File: src/rtl/cdce_lock_supervisor_if.sv
// Signal bundle between the CDCE62005 lock supervisor and its surroundings:
// the sequencing request, the config-engine handshake, the raw PLL_LOCK pin
// and the status/debug outputs. The master modport is the supervisor itself;
// the slave modport is whatever drives start/cfg_finish/pll_lock and
// consumes the status.
interface cdce_lock_supervisor_if;
    logic        start;       // single-cycle (re)start request
    logic        cfg_finish;  // config engine done flag, active low, clk domain
    logic        pll_lock;    // raw PLL_LOCK pin, asynchronous
    logic        cfg_en;      // config engine enable, 0 = engine held idle
    logic        locked;      // configured and debounced lock stable
    logic        fault;       // sticky, retries exhausted
    logic [3:0]  retry_cnt;   // retries in the current sequence
    logic [15:0] lol_cnt;     // loss-of-lock events since reset
    logic [2:0]  state_o;     // FSM state encoding for debug

    modport master (
        input  start,
        input  cfg_finish,
        input  pll_lock,
        output cfg_en,
        output locked,
        output fault,
        output retry_cnt,
        output lol_cnt,
        output state_o
    );

    modport slave (
        output start,
        output cfg_finish,
        output pll_lock,
        input  cfg_en,
        input  locked,
        input  fault,
        input  retry_cnt,
        input  lol_cnt,
        input  state_o
    );
endinterface

File: src/rtl/cdce_lock_supervisor.sv
// Supervisor for the CDCE62005 configuration engine. Pulses the engine's
// enable low for a clean restart, waits for its active-low done flag, lets
// the PLL settle, then watches a synchronized and debounced PLL_LOCK. Any
// timeout, missing lock or loss of lock re-runs configuration until the
// retry budget is spent, after which a sticky fault is raised.
// All outputs come straight from flops; the Moore outputs are decoded from
// the next state so they line up with the state register.
module cdce_lock_supervisor #(
    parameter int unsigned EN_LOW_CYCLES = 64,
    parameter int unsigned CFG_TIMEOUT   = 1000000,
    parameter int unsigned SETTLE_CYCLES = 100000,
    parameter int unsigned DEBOUNCE      = 16,
    parameter int unsigned MAX_RETRY     = 3
) (
    input  logic                          clk,
    input  logic                          rst_n,
    cdce_lock_supervisor_if.master        sup
);

    typedef enum logic [2:0] {
        ST_IDLE      = 3'd0,
        ST_RESET_CFG = 3'd1,
        ST_WAIT_CFG  = 3'd2,
        ST_SETTLE    = 3'd3,
        ST_LOCKED    = 3'd4,
        ST_FAULT     = 3'd5
    } state_t;

    // Terminal counts of the shared timer (timer counts from 0 on state entry).
    localparam logic [31:0] EN_LOW_LAST  = 32'(EN_LOW_CYCLES - 1);
    localparam logic [31:0] CFG_LAST     = 32'(CFG_TIMEOUT - 1);
    localparam logic [31:0] SETTLE_LAST  = 32'(SETTLE_CYCLES - 1);
    localparam logic [3:0]  RETRY_LIMIT  = 4'(MAX_RETRY);

    // Debounce counter only needs to reach DEBOUNCE-1.
    localparam int unsigned DBW          = $clog2(DEBOUNCE) + 1;
    localparam logic [DBW-1:0] DB_LAST   = DBW'(DEBOUNCE - 1);
    localparam logic [DBW-1:0] DB_ZERO   = {DBW{1'b0}};
    localparam logic [DBW-1:0] DB_ONE    = {{(DBW-1){1'b0}}, 1'b1};

    // PLL_LOCK synchronizer and debouncer
    logic           sync1_q;
    logic           sync2_q;
    logic           lock_db_q;
    logic           lock_db_d;
    logic [DBW-1:0] db_cnt_q;
    logic [DBW-1:0] db_cnt_d;

    // Sequencer
    state_t         state_q;
    state_t         state_d;
    logic [31:0]    timer_q;
    logic [31:0]    timer_d;
    logic [3:0]     retry_q;
    logic [3:0]     retry_d;
    logic [15:0]    lol_q;
    logic [15:0]    lol_d;
    logic           retry_go_s;
    logic           loss_s;

    // Registered outputs
    logic           cfg_en_q;
    logic           cfg_en_d;
    logic           locked_q;
    logic           locked_d;
    logic           fault_q;
    logic           fault_d;

    // Two-flop synchronizer bringing the asynchronous PLL_LOCK pin into clk.
    always_ff @(posedge clk or negedge rst_n) begin
        if (!rst_n) begin
            sync1_q <= 1'b0;
            sync2_q <= 1'b0;
        end else begin
            sync1_q <= sup.pll_lock;
            sync2_q <= sync1_q;
        end
    end

    // Debounce: flip lock_db only after DEBOUNCE consecutive differing samples.
    always_comb begin
        lock_db_d = lock_db_q;
        db_cnt_d  = DB_ZERO;
        if (sync2_q != lock_db_q) begin
            if (db_cnt_q == DB_LAST) begin
                lock_db_d = sync2_q;
                db_cnt_d  = DB_ZERO;
            end else begin
                db_cnt_d  = db_cnt_q + DB_ONE;
            end
        end else begin
            db_cnt_d = DB_ZERO;
        end
    end

    // Debounce state registers.
    always_ff @(posedge clk or negedge rst_n) begin
        if (!rst_n) begin
            lock_db_q <= 1'b0;
            db_cnt_q  <= DB_ZERO;
        end else begin
            lock_db_q <= lock_db_d;
            db_cnt_q  <= db_cnt_d;
        end
    end

    // Next-state logic, retry bookkeeping and loss-of-lock counting.
    always_comb begin
        state_d    = state_q;
        retry_d    = retry_q;
        lol_d      = lol_q;
        retry_go_s = 1'b0;
        // A loss in LOCKED is a debounced lock drop or the engine dropping done.
        loss_s     = (!lock_db_q) || sup.cfg_finish;

        case (state_q)
            ST_IDLE: begin
                if (sup.start) begin
                    state_d = ST_RESET_CFG;
                    retry_d = 4'd0;
                end else begin
                    state_d = ST_IDLE;
                end
            end
            ST_RESET_CFG: begin
                if (timer_q == EN_LOW_LAST) begin
                    state_d = ST_WAIT_CFG;
                end else begin
                    state_d = ST_RESET_CFG;
                end
            end
            ST_WAIT_CFG: begin
                // Done flag beats a coincident timeout.
                if (!sup.cfg_finish) begin
                    state_d = ST_SETTLE;
                end else if (timer_q == CFG_LAST) begin
                    retry_go_s = 1'b1;
                end else begin
                    state_d = ST_WAIT_CFG;
                end
            end
            ST_SETTLE: begin
                if (timer_q == SETTLE_LAST) begin
                    if (lock_db_q) begin
                        state_d = ST_LOCKED;
                    end else begin
                        retry_go_s = 1'b1;
                    end
                end else begin
                    state_d = ST_SETTLE;
                end
            end
            ST_LOCKED: begin
                if (loss_s) begin
                    if (lol_q != 16'hFFFF) begin
                        lol_d = lol_q + 16'd1;
                    end else begin
                        lol_d = lol_q;
                    end
                end else begin
                    lol_d = lol_q;
                end
                // An explicit restart wins over the retry path but the loss
                // event above is still counted.
                if (sup.start) begin
                    state_d = ST_RESET_CFG;
                    retry_d = 4'd0;
                end else if (loss_s) begin
                    retry_go_s = 1'b1;
                end else begin
                    state_d = ST_LOCKED;
                end
            end
            ST_FAULT: begin
                if (sup.start) begin
                    state_d = ST_RESET_CFG;
                    retry_d = 4'd0;
                end else begin
                    state_d = ST_FAULT;
                end
            end
            default: begin
                state_d = ST_IDLE;
                retry_d = 4'd0;
            end
        endcase

        // Retry path: decided in the same cycle the failure is seen.
        if (retry_go_s) begin
            if (retry_q < RETRY_LIMIT) begin
                retry_d = retry_q + 4'd1;
                state_d = ST_RESET_CFG;
            end else begin
                state_d = ST_FAULT;
            end
        end else begin
            retry_d = retry_d;
        end
    end

    // Shared timer: cleared on every state change, runs only in timed states.
    always_comb begin
        if (state_d != state_q) begin
            timer_d = 32'd0;
        end else if ((state_q == ST_RESET_CFG) || (state_q == ST_WAIT_CFG) ||
                     (state_q == ST_SETTLE)) begin
            timer_d = timer_q + 32'd1;
        end else begin
            timer_d = 32'd0;
        end
    end

    // Output decode from the next state so the registered outputs track state_q.
    always_comb begin
        case (state_d)
            ST_WAIT_CFG,
            ST_SETTLE: begin
                cfg_en_d = 1'b1;
                locked_d = 1'b0;
                fault_d  = 1'b0;
            end
            ST_LOCKED: begin
                cfg_en_d = 1'b1;
                locked_d = 1'b1;
                fault_d  = 1'b0;
            end
            ST_FAULT: begin
                cfg_en_d = 1'b0;
                locked_d = 1'b0;
                fault_d  = 1'b1;
            end
            default: begin
                cfg_en_d = 1'b0;
                locked_d = 1'b0;
                fault_d  = 1'b0;
            end
        endcase
    end

    // Sequencer state, timer, counters and output registers.
    always_ff @(posedge clk or negedge rst_n) begin
        if (!rst_n) begin
            state_q  <= ST_IDLE;
            timer_q  <= 32'd0;
            retry_q  <= 4'd0;
            lol_q    <= 16'd0;
            cfg_en_q <= 1'b0;
            locked_q <= 1'b0;
            fault_q  <= 1'b0;
        end else begin
            state_q  <= state_d;
            timer_q  <= timer_d;
            retry_q  <= retry_d;
            lol_q    <= lol_d;
            cfg_en_q <= cfg_en_d;
            locked_q <= locked_d;
            fault_q  <= fault_d;
        end
    end

    assign sup.cfg_en    = cfg_en_q;
    assign sup.locked    = locked_q;
    assign sup.fault     = fault_q;
    assign sup.retry_cnt = retry_q;
    assign sup.lol_cnt   = lol_q;
    assign sup.state_o   = state_q;

endmodule

File: src/flat_wrapper.sv
// flat-port wrapper written by rule: the top's interface ports become plain ports
module cdce_lock_supervisor_flat 
#(
    parameter int unsigned EN_LOW_CYCLES = 64,
    parameter int unsigned CFG_TIMEOUT   = 1000000,
    parameter int unsigned SETTLE_CYCLES = 100000,
    parameter int unsigned DEBOUNCE      = 16,
    parameter int unsigned MAX_RETRY     = 3
)
  (clk, rst_n, sup_start, sup_cfg_finish, sup_pll_lock, sup_cfg_en, sup_locked, sup_fault, sup_retry_cnt, sup_lol_cnt, sup_state_o);
  cdce_lock_supervisor_if sup_i ();
  input  logic clk;
  input  logic rst_n;
  input wire logic [$bits(sup_i.start)-1:0] sup_start;
  input wire logic [$bits(sup_i.cfg_finish)-1:0] sup_cfg_finish;
  input wire logic [$bits(sup_i.pll_lock)-1:0] sup_pll_lock;
  output wire logic [$bits(sup_i.cfg_en)-1:0] sup_cfg_en;
  output wire logic [$bits(sup_i.locked)-1:0] sup_locked;
  output wire logic [$bits(sup_i.fault)-1:0] sup_fault;
  output wire logic [$bits(sup_i.retry_cnt)-1:0] sup_retry_cnt;
  output wire logic [$bits(sup_i.lol_cnt)-1:0] sup_lol_cnt;
  output wire logic [$bits(sup_i.state_o)-1:0] sup_state_o;
  assign sup_i.start = sup_start;
  assign sup_i.cfg_finish = sup_cfg_finish;
  assign sup_i.pll_lock = sup_pll_lock;
  assign sup_cfg_en = sup_i.cfg_en;
  assign sup_locked = sup_i.locked;
  assign sup_fault = sup_i.fault;
  assign sup_retry_cnt = sup_i.retry_cnt;
  assign sup_lol_cnt = sup_i.lol_cnt;
  assign sup_state_o = sup_i.state_o;
  cdce_lock_supervisor #(.EN_LOW_CYCLES(EN_LOW_CYCLES), .CFG_TIMEOUT(CFG_TIMEOUT), .SETTLE_CYCLES(SETTLE_CYCLES), .DEBOUNCE(DEBOUNCE), .MAX_RETRY(MAX_RETRY)) u_core (.clk(clk), .rst_n(rst_n), .sup(sup_i));
endmodule
File: config.mk
export PLATFORM = sky130hd
export DESIGN_NAME = cdce_lock_supervisor_flat
export DESIGN_NICKNAME = d
export VERILOG_FILES = /design/src/rtl/cdce_lock_supervisor_if.sv /design/src/rtl/cdce_lock_supervisor.sv /design/src/flat_wrapper.sv
export SDC_FILE = /design/constraint.sdc
export NUM_CORES = 1
export LEC_CHECK = 0
export ABC_AREA = 1
export CELL_PAD_IN_SITES_DETAIL_PLACEMENT = 1
export CELL_PAD_IN_SITES_GLOBAL_PLACEMENT = 1
export CORE_AREA = 2 2 117 119
export DETAILED_ROUTE_END_ITERATION = 10
export DIE_AREA = 0 0 119 121
export GPL_ROUTABILITY_DRIVEN = 0
export GPL_TIMING_DRIVEN = 0
export MAX_ROUTING_LAYER = met4
export PLACE_DENSITY_LB_ADDON = 0.1
export SYNTH_ARGS = -nofsm -noshare
export SYNTH_HDL_FRONTEND = slang
export SYNTH_SLANG_ARGS = --single-unit
File: constraint.sdc
create_clock -name clk -period 2.2 [get_ports clk]
set_clock_uncertainty 0.1 [all_clocks]
set_input_delay 0.44 -clock clk [delete_from_list [all_inputs] [get_ports clk]]
set_output_delay 0.44 -clock clk [all_outputs]
set_load 0.01 [all_outputs]
==> metrics.txt <==
outcome finished with violations; failing checks negative hold slack, negative setup slack; Syn-to-layout area delta 40.9%; diodes inserted 0; Clock Tree Root clkbuf_16; worst slew pin tran 651 ps; worst skew pair latency 340 ps; Inserted Clock Buffers 9; fmax 0.441 GHz; reg2reg end u_core.timer_q[21]$_DFF_PN0_; via count 3738; most common cell in the netlist nand2_1; CP startpoint kind flop; layout cell share with drive strength beyond 1 27.4%; initial antenna violation count 0; antenna violation net count after detailed routing 0; post-layout util 41.6%; cells after synthesis 521; NetSw 1.24 mW; Die W 119 microns; Worst path top cell family by delay simple AND/OR/NAND/NOR gates; design area 5440 sq um; total of max-cap violations 0; Unique masters post-synth 35; first-pass GRT wire length 19900 microns; Max VDD drop 0.377 mV; drt first pass iters 4; leakage 2.41 nW; number of global-route vias before repair 3965; fillers 1543; dpl hpwl 8330 microns; Reg2Reg Setup Slack -70 ps; critical path required time 2320 ps; die height 121 microns; # setup viols final 20; worst hold margin -2.52 ps; min Tclk post-route 2270 ps; R2R depth 16; Slew Viols, Final 0; largest net degree at the start of global routing 67; Int Pwr 2.83 mW; most frequent CP cell nand2_2; Total Neg Setup Slack -893 ps; Initial DRC Count 74; cts hold-fix bufs 0; CP Capture Type flop; Largest stage delay, worst path 410 ps; tightest slew margin relative to the limit 56.2%; crit path cell chain inv_1 -> nand2_1 -> nor2_1 -> nand2_2 -> nor2_4 -> nand2_2 -> nand2_2 -> nand2_1 -> nor2_1 -> nand2_2 -> nand2_1 -> nand2_2 -> nand3_4 -> buf_12 -> clkbuf_16 -> nor2_2; crit path DAT 2390 ps; sw frac 30.5%; Die Area 14400 sq um; sequential share of power 32.7%; Power Dens Cells 749 nW/um^2; DRC 0; clk sink count 66; H-Tree Depth 3; async set or reset register ratio after synthesis 100%; WP depth 16; DP Area 4400 sq um; synthesized area 3860 sq um; Synth top cells by count 118 x nand2_1, 68 x inv_1, 66 x dfrtp_1; DR vias/cell 4.80; final worst-path setup slack -68.9 ps; Clk pwr share 38.5%; Wirelength per Cell 15.5 microns; ys flop type dfrtp_1; CTS Buffer Depth 2; Mapped Nets 530; R2R Path Start u_core.timer_q[6]$_DFF_PN0_; nets 607; crit path max-delay cell type dfrtp_1; Avg Cell Area, Syn 7.41 sq um; Rows 42; Area contributors post-synth dfrtp_1 43%, nand2_1 11%, inv_1 6.6%, nor2_1 6.0%, nand3_1 5.8%; clock-pin slew on the worst setup and hold paths 60 ps; core area 13100 sq um; flops & latches, synth 66; Total GRT Usage 18.0%; post-synthesis sequential area ratio 42.8%; Logic pwr share 28.8%; Final Cycle Share 103%; Buffers on Ports 30; critical path class reg2reg; RSZ-0062 raised after global routing true; area share of the largest cell type after synthesis 42.8%; critical path fanouts, max 6; Synth area leader dfrtp_1; Routed Wire Length 12000 microns; grt ovf 0; IO Count 31; EDFF count, synth 0; synthesis warning total 0; endpoints failing hold 1; CP bufs+invs 3; Hold WC Path Type in2async; Starting Density 29.5%; TritonCTS clock tree done
[power by group through the flow]
stage	clock network [mW]	registers (mW)	logic, mW
2_1_floorplan	0	1.34	0.417
3_3_place_gp	0	1.34	0.622
3_5_place_dp	0	1.34	0.632
4_1_cts	1.61	1.32	0.926
5_1_grt	1.65	1.34	1.25
6_report	1.57	1.33	1.17
[what timing repair did]
| action | CTS | global route |
|---|---|---|
| buffers inserted | 18 | 15 |
| resized for setup | 50 | 63 |
| gates cloned | 1 | 2 |
| pin swaps | 18 | 10 |
| setup endpoints to repair | 35 | 35 |
[worst max-delay path by stage]
stage                                      startpoint                            to
after global placement                          rst_n      u_core.sync2_q$_DFF_PN0_
after global routing      u_core.timer_q[6]$_DFF_PN0_  u_core.timer_q[21]$_DFF_PN0_
after detailed placement               sup_cfg_finish  u_core.timer_q[30]$_DFF_PN0_
after CTS                 u_core.timer_q[0]$_DFF_PN0_   u_core.timer_q[5]$_DFF_PN0_
final                     u_core.timer_q[6]$_DFF_PN0_  u_core.timer_q[21]$_DFF_PN0_
after floorplan           u_core.timer_q[0]$_DFF_PN0_  u_core.timer_q[30]$_DFF_PN0_
[sequential cells by signal (all words and copies together), names as in the netlist]
register / cells
u_core.timer_q: 32
u_core.sup.lol_cnt: 16
u_core.db_cnt_q: 5
u_core.sup.retry_cnt: 4
u_core.sup.state_o: 3
u_core.lock_db_q: 1
u_core.sup.cfg_en: 1
u_core.sup.fault: 1
u_core.sup.locked: 1
u_core.sync1_q: 1
u_core.sync2_q: 1
[layout by cell type (no fill, tap or decap), types with 2 or more instances in the layout]
cell             Yosys  routed
o21ai_1              0       2
nor2_1              62      41
xor2_1              12      12
o21bai_1             2       2
ha_1                 4       3
clkbuf_8             0       5
nand2_1            118     101
nor4_1               6       6
a21oi_1             13      13
buf_6                3       3
nand2_2              0      16
and3_1               2       2
nand3_1             45      37
dfrtp_1             66      61
nor2_2              33      24
clkbuf_1             3       3
nor3_1              18      15
o21ai_0             22      20
dfrtp_2              0       5
inv_2                1      10
nand3_4              1       4
inv_1               68      59
buf_4                0      30
buf_16               0       2
or2_2                5       5
nor3_2               0       3
nand3_2              0       5
o211ai_1             2       2
buf_12               0       3
xnor2_1              3       3
nand4_1             19      19
clkbuf_16            0      11
clkdlybuf4s50_1      0      29
nor2_4               1      31
[layout make-up]
cell class / count / area [sq um] / area share, %
clock buffer: 14 / 294 / 5.41
buffer: 6 / 58.8 / 1.08
inverter: 69 / 259 / 4.76
tap: 176 / 220 / 4.05
timing repair buffer: 67 / 674 / 12.4
sequential: 66 / 1660 / 30.5
clock inverter: 1 / 30.0 / 0.552
multi-input combinational: 379 / 2240 / 41.3
[metrics by stage]
stage,power (mW),cells,setup slack (ps)
6_report,4.07,778,-68.9
5_1_grt,4.24,778,-252
4_1_cts,3.86,762,-4.76
3_5_place_dp,1.98,728,-520
3_3_place_gp,1.97,727,-1900
2_1_floorplan,1.75,521,254
[routing by layer]
| layer | GRT usage, % | share of wire (%) |
|---|---|---|
| met5 | - | 0 |
| met1 | 23.0 | 49 |
| met3 | 2.82 | 2.2 |
| met4 | 7.66 | 2.1 |
| met2 | 28.6 | 47 |
[worst reg2reg max path, stage by stage (launching register included)]
cell and delay (ps):
dfrtp_1 410, inv_1 150, nand2_1 80, nor2_1 130, nand2_2 100, nor2_4 130, nand2_2 80, nand2_2 90
nand2_1 60, nor2_1 150, nand2_2 80, nand2_1 70, nand2_2 60, nand3_4 90, buf_12 160, clkbuf_16 170
nor2_2 30
[cell families after synthesis]
family          Yosys count  synth area share, %
compound gates           46                 6.68
xor+xnor                 15                 3.40
fa+ha+maj                 4                 1.30
buf+inv                  76                 8.01
flops                    66                 42.8
mux                       1                0.292
simple gates            313                 37.5
No activity file was read; power rests on OpenSTA's default activity.
